[src/rtl/block_accumulator.sv]
// Streaming block accumulator: sums BLOCK_LEN words through a ripple-carry adder
// and presents each block total, with a sticky carry flag, on a valid/ready output.

module ripple_carry_adder #(
  parameter int WIDTH = 8
) (
  input  logic [WIDTH-1:0] a,
  input  logic [WIDTH-1:0] b,
  input  logic             c_in,
  output logic [WIDTH-1:0] sum,
  output logic             carry
);

  logic c;

  // Carry ripples through a local variable so the chain stays a single comb process.
  always_comb begin
    c   = c_in;
    sum = '0;
    for (int i = 0; i < WIDTH; i++) begin
      sum[i] = a[i] ^ b[i] ^ c;
      c      = (a[i] & b[i]) | (c & (a[i] ^ b[i]));
    end
    carry = c;
  end

endmodule

module block_accumulator #(
  parameter int DATA_WIDTH = 4,
  parameter int ACC_WIDTH  = 8,
  parameter int BLOCK_LEN  = 4
) (
  input  logic                  clk,
  input  logic                  rst_n,
  input  logic                  clear,
  input  logic                  in_valid,
  output logic                  in_ready,
  input  logic [DATA_WIDTH-1:0] in_data,
  output logic                  out_valid,
  input  logic                  out_ready,
  output logic [ACC_WIDTH-1:0]  out_sum,
  output logic                  out_overflow
);

  localparam int CNT_W = $clog2(BLOCK_LEN + 1);
  localparam logic [CNT_W-1:0] LAST_CNT = CNT_W'(BLOCK_LEN - 1);

  typedef enum logic {ACC, HOLD} state_t;

  state_t               state_q, state_d;
  logic [ACC_WIDTH-1:0] acc_q, acc_d;
  logic [CNT_W-1:0]     cnt_q, cnt_d;
  logic                 ovf_q, ovf_d;
  logic [ACC_WIDTH-1:0] res_sum_q, res_sum_d;
  logic                 res_ovf_q, res_ovf_d;

  logic [ACC_WIDTH-1:0] add_sum;
  logic                 add_carry;
  logic                 accept;

  ripple_carry_adder #(.WIDTH(ACC_WIDTH)) u_adder (
    .a     (acc_q),
    .b     (ACC_WIDTH'(in_data)),
    .c_in  (1'b0),
    .sum   (add_sum),
    .carry (add_carry)
  );

  assign in_ready     = (state_q == ACC) && !clear;
  assign accept       = in_valid && in_ready;
  assign out_valid    = (state_q == HOLD);
  assign out_sum      = res_sum_q;
  assign out_overflow = res_ovf_q;

  always_ff @(posedge clk or negedge rst_n) begin
    if (!rst_n) begin
      state_q   <= ACC;
      acc_q     <= '0;
      cnt_q     <= '0;
      ovf_q     <= 1'b0;
      res_sum_q <= '0;
      res_ovf_q <= 1'b0;
    end else begin
      state_q   <= state_d;
      acc_q     <= acc_d;
      cnt_q     <= cnt_d;
      ovf_q     <= ovf_d;
      res_sum_q <= res_sum_d;
      res_ovf_q <= res_ovf_d;
    end
  end

  // Clear overrides everything, including a pending result in HOLD.
  always_comb begin
    state_d   = state_q;
    acc_d     = acc_q;
    cnt_d     = cnt_q;
    ovf_d     = ovf_q;
    res_sum_d = res_sum_q;
    res_ovf_d = res_ovf_q;
    if (clear) begin
      state_d   = ACC;
      acc_d     = '0;
      cnt_d     = '0;
      ovf_d     = 1'b0;
      res_sum_d = '0;
      res_ovf_d = 1'b0;
    end else begin
      case (state_q)
        ACC: begin
          if (accept) begin
            if (cnt_q == LAST_CNT) begin
              res_sum_d = add_sum;
              res_ovf_d = ovf_q | add_carry;
              acc_d     = '0;
              cnt_d     = '0;
              ovf_d     = 1'b0;
              state_d   = HOLD;
            end else begin
              acc_d = add_sum;
              ovf_d = ovf_q | add_carry;
              cnt_d = cnt_q + CNT_W'(1);
            end
          end
        end
        HOLD: begin
          if (out_ready) state_d = ACC;
        end
        default: state_d = ACC;
      endcase
    end
  end

endmodule

[config.mk]
export PLATFORM = sky130hd
export DESIGN_NAME = block_accumulator
export DESIGN_NICKNAME = d
export VERILOG_FILES = /design/src/rtl/block_accumulator.sv
export SDC_FILE = /design/constraint.sdc
export NUM_CORES = 1
export LEC_CHECK = 0
export ABC_AREA = 1
export CAP_MARGIN = 20
export CORE_MARGIN = 1.5
export CORE_UTILIZATION = 50
export DETAILED_ROUTE_END_ITERATION = 6
export PLACE_DENSITY = 0.76
export SLEW_MARGIN = 10
export SYNTH_ARGS = -nofsm -noshare
export SYNTH_HDL_FRONTEND = slang
export SYNTH_SLANG_ARGS = --single-unit
[constraint.sdc]
create_clock -name clk -period 6.5 [get_ports clk]
set_input_delay 0.65 -clock clk [delete_from_list [all_inputs] [get_ports clk]]
set_output_delay 0.65 -clock clk [all_outputs]
set_load 0.05 [all_outputs]
==> Yosys cells after proc, flatten, opt, wreduce, memory -nomap -nowiden <==
Index checks and enable logic that the tools add are counted.
Widths: inputs -> output; s select.
{ "totals": {"reg_bits": 22, "input_bits": 9, "out_inout_bits": 11, "word_cells": 68} }
{ "op_classes": {"addsub": 1, "n_eq_ne": 2, "mux": 25, "bitwise": 27, "reduce_logical": 7} }
{ "op_table": {"columns": ["cell", "n"], "rows": [
  ["$mux 8", 8],
  ["$mux 1", 12],
  ["$mux 3", 4],
  ["$and 1x1->1", 11],
  ["$xor 1x1->1", 11],
  ["$or 1x1->1", 4],
  ["$reduce_bool 2->1", 2],
  ["$add 3x1->3 const B", 1],
  ["$eq 3x2->1 const B", 1],
  ["$reduce_and 3->1", 1],
  ["$logic_and 1x1->1", 2],
  ["$ne 2x2->1 const B", 1],
  ["$pmux 1 s2", 1],
  ["$reduce_and 2->1", 1],
  ["$logic_not 1->1", 1],
  ["$not 1->1", 1]
]} }

==> Longest topological paths before layout <==
{ "depth": {"word_depth": 16, "depth_mapped": 14, "depth_no_buf": 14} }

==> Modules after synthesis <==
A second synthesis with hierarchy kept.
{ "unflattened": {"hier_cells": 148, "area_unflattened_um2": 1223.7} }
{ "modules_own_cells": {"columns": ["mod", "instances", "cells_per_inst", "area_per_inst_um2", "seq_area_each_um2"], "rows": [
  ["block_accumulator", 1, 130, 1026.0, 550.5],
  ["ripple_carry_adder", 1, 18, 197.7, 0.0]
]} }

==> Worst setup path before layout <==
No wires, ideal clock.
{ "synth_path": {"path_type": "input-to-reg", "startpoint": "input in_data[0]", "endpoint": "register res_sum_q[7], in the netlist out_sum[7]", "setup_time_ns": 0.119, "arrival_ns": 2.586, "slack_ns": 3.795, "stages": 14, "n_path_buf": 0, "cell_sequence": "ha_1 > inv_1 > fa_1 > fa_1 > inv_1 > fa_1 > ha_1 > ha_1 > ha_1 > ha_1 > inv_1 > nor2_1 > nand3_1 > nand2_1"} }
{ "synth_between": {"elab_chain_len": 15} }
{ "synth_rtl": {"columns": ["element", "line", "text"], "rows": [
  ["from (decl)", "39", "input logic [DATA_WIDTH-1:0] in_data,"],
  ["$and 1x1->1 (2 in series)", "22", "c = (a[i] & b[i]) | (c & (a[i] ^ b[i]));"],
  ["$or 1x1->1", "22", null],
  ["$and 1x1->1", "22", null],
  ["$or 1x1->1", "22", null],
  ["$and 1x1->1", "22", null],
  ["$or 1x1->1", "22", null],
  ["$and 1x1->1 (3 in series)", "22", null],
  ["$xor 1x1->1", "21", "sum[i] = a[i] ^ b[i] ^ c;"],
  ["$mux 8", "113", "if (cnt_q == LAST_CNT) begin"],
  ["$mux 8", "112", "if (accept) begin"],
  ["$mux 8", "110", "case (state_q)"],
  ["$mux 8", "102", "if (clear) begin"],
  ["to (signal assigned)", "89", "res_sum_q <= res_sum_d;"],
  ["to (decl)", "55", "logic [ACC_WIDTH-1:0] res_sum_q, res_sum_d;"]
]} }
No other way between the ends. The select of a mux whose other input is x is not followed.
A chain may end at the register's enable or synchronous reset.

==> Worst setup path in the final report <==
{ "layout_path": {"startpoint": "input clear", "endpoint": "output in_ready"} }
{ "layout_between": {"elab_chain_len": 2} }
{ "layout_rtl": {"columns": ["element", "line", "text"], "rows": [
  ["from (decl)", "36", "input logic clear,"],
  ["$logic_not 1->1", "70", "assign in_ready = (state_q == ACC) && !clear;"],
  ["$logic_and 1x1->1", "70", null],
  ["to (decl)", "38", "output logic in_ready,"]
]} }
No other way between the ends.

==> results.toml <==
[cts]
h-tree-depth = 1
cts_setup_buffers = 0
cts_made_buffers = 3
clock_latency_ns = 0.30
holdBufCountCts = 0
ctsResizeCount = 0
path_clk_slew_ns = 0.12
cts_tree = "yes"
clk_path_buf_depth = 2
cts_sinks = 22
clockRootBuffer = "clkbuf_4"

[outcome]
outcome = "complete, no violations"

[sta]
rsz0062_at_grt = "no"
layout_min_cycle_time_ns = 3.15
fin_skew_ns = 0.00119
fin_crit_sh_pct = 48.4
timing.final.max_slew_violations = 0
finalSetupViolations = 0
tightestPinTransition_ns = 0.542
slew-limit-headroom_pct = 63.7
max_freq_ghz = 0.318
setup_tns_ns = 0
hold_viol_final = 0
worst_hold_slack_ns = 0.487

[detailed_routing]
drtIter0Drc = 11
via_per_inst = 5.02
route.detailed.drc = 0
routedWlPerCell_um = 11.4
drt-total-wl_mm = 2.12
num_vias = 934
dr.pass1.iters = 4
ant_nets = 0

[yosys]
ys_top_cells_by_area = "dfrtp_1 (46%), nand2_1 (14%), inv_1 (6.6%)"
synth_top_area_cell = "dfrtp_1"
netlist_area_um2 = 1190
ys_seq_area_share_pct = 46.2
synth-compound-area-share_pct = 0.525
synthSimpleGateAreaFrac_pct = 31.2
async_flop_share_pct = 100
synth_cells = 140
synth-seq-cells = 22
synth_warnings = 0
synth_top_family_by_area = "simple AND/OR/NAND/NOR gates"
muxShareOfSynthArea_pct = 0
synth_fa_ha_area_share_pct = 11.3
synth_area_per_cell_um2 = 8.52
synth_top_area_share_pct = 46.2
synth_edf_count = 0
synth.most_common_cell = "nand2_1"
synth_common_cells = "nand2_1 (44), dfrtp_1 (22), inv_1 (21)"
synth_cell_types = 17
syn_nets = 158
synthFlopType = "dfrtp_1"
synthXorXnorAreaFrac_pct = 0

[worst_setup_path]
worstSetupEndpointType = "primary output"
rrSetupSlack_ns = 3.92
path_max_fanout = 12
timing.rr.start = "acc_q[0]"
crit_required_ns = 5.85
critical_path.reg2reg.endpoint = "out_sum[7]"
crit_path_start_kind = "primary input"
rr_worst_depth = 14
worstSetupPathType = "primary input to primary output"
worstPathArrival_ns = 2.50

[worst_hold_path]
whs_endpoint = "out_sum[5]"
hold_depth = 2
hold_path.class = "flip-flop to flip-flop"
hold_path.startpoint = "out_sum[5]"

[power_and_ir_drop]
switchingPower_mw = 0.0973
clockPowerShare_pct = 24.6
power_mw = 0.306
comb_power_share_pct = 25.7
power_switching_share_pct = 31.8
p_per_area_nw_per_um2 = 216
power_frac_seq_pct = 49.7
internal-power_mw = 0.208
leakage_nw = 0.778
peakVddDrop_mv = 0.134

[die]
die-area_um2 = 2690
core_um2 = 2230
num_rows = 17
pin_count = 20
start_util_pct = 53.4
die_h_um = 51.8
fp.dieW_um = 51.8

[final_layout]
syn2layout_area_growth_pct = 19.0
drive_gt1_share_pct = 6.96
final_util_pct = 63.5
num_antenna_cells = 0
finalNetCount = 177

[grt]
grt_max_degree = 23
overflow = 0
grt_pass1_wl_mm = 3.87
grt_pass1_vias = 873
grt_usage_pct = 19.3
antenna_found_initial = 0

[placed_design]
port_buffers = 19
gp_congestion = 0.771
hpwl_mm = 1.57

[job]
maxCapViolCount = 0
-- critical path, cell delays in order --
cell and delay (ns):
clkdlybuf4s50_1 0.62, nor2_4 0.35, clkdlybuf4s50_1 0.87
-- cell type report --
type                    count  area (um2)
clock buffers               4        36.3
fillers                   193         815
multi-input cells          90         513
well taps                  28        35.0
inverters                  22        82.6
flip-flops and latches     22         551
repair buffers             20         201
-- cell usage in the layout (no fill, tap or decap) --
master	count
buf_6	1
clkbuf_4	3
clkbuf_8	1
clkdlybuf4s50_1	19
dfrtp_1	22
fa_1	3
ha_1	6
inv_1	21
inv_2	1
nand2_1	44
nand2_2	3
nand2_8	1
nand3_1	10
nand4_1	11
nor2_1	10
nor2_4	1
o22ai_1	1
-- power by group through the flow --
| stage | Clock, mW | Sequential (mW) | Combinational (mW) |
|---|---|---|---|
| after floorplan | 0 | 0.173 | 0.0349 |
| after global placement | 0 | 0.154 | 0.0766 |
| after detailed placement | 0 | 0.155 | 0.0782 |
| after CTS | 0.0778 | 0.152 | 0.0784 |
| after global routing | 0.0839 | 0.154 | 0.0867 |
| final | 0.0753 | 0.152 | 0.0785 |
-- worst max-delay path by stage --
stage,from,end,slack [ns],depth (start not counted)
after floorplan,in_data[0],out_sum[7],3.80,14
after global routing,clear,in_ready,3.31,3
after CTS,clear,in_ready,3.37,3
after detailed placement,in_data[0],out_sum[7],3.19,15
after global placement,in_data[0],out_sum[7],3.26,15
final,clear,in_ready,3.35,3
-- through the flow --
stage               area [um2]  setup slack (ns)  std cells
detailed placement        1370              3.19        181
floorplan                 1190              3.80        140
global route              1420              3.31        186
global placement          1370              3.26        181
CTS                       1410              3.37        185
finish                    1420              3.35        186
-- logic make-up (layout without fill, tap and decap cells) --
family | after synthesis | count (layout)
DFF | 22 | 22
and+or+nand+nor | 80 | 80
AOI/OAI and AO/OA | 1 | 1
adders and majority gates | 9 | 9
buffers and inverters | 28 | 46
-- sequential cells by signal, summed over array words and instances (netlist names) --
signal,count
cnt_q,3
out_overflow,1
ovf_q,1
out_sum,8
acc_q,8
out_valid,1
-- routing by layer --
layer / part of all wire, % / track usage, % / routed length [um] / up-vias
li1: - / - / - / 474
met1: 45 / 25.7 / 953 / 439
met2: 49 / 29.7 / 1040 / 19
met3: 4.7 / 3.45 / 100 / 2
met4: 1.2 / 11.0 / 26 / 0
met5: 0 / 0 / 0 / -
Note: power is estimated with default switching activity, not from simulation.
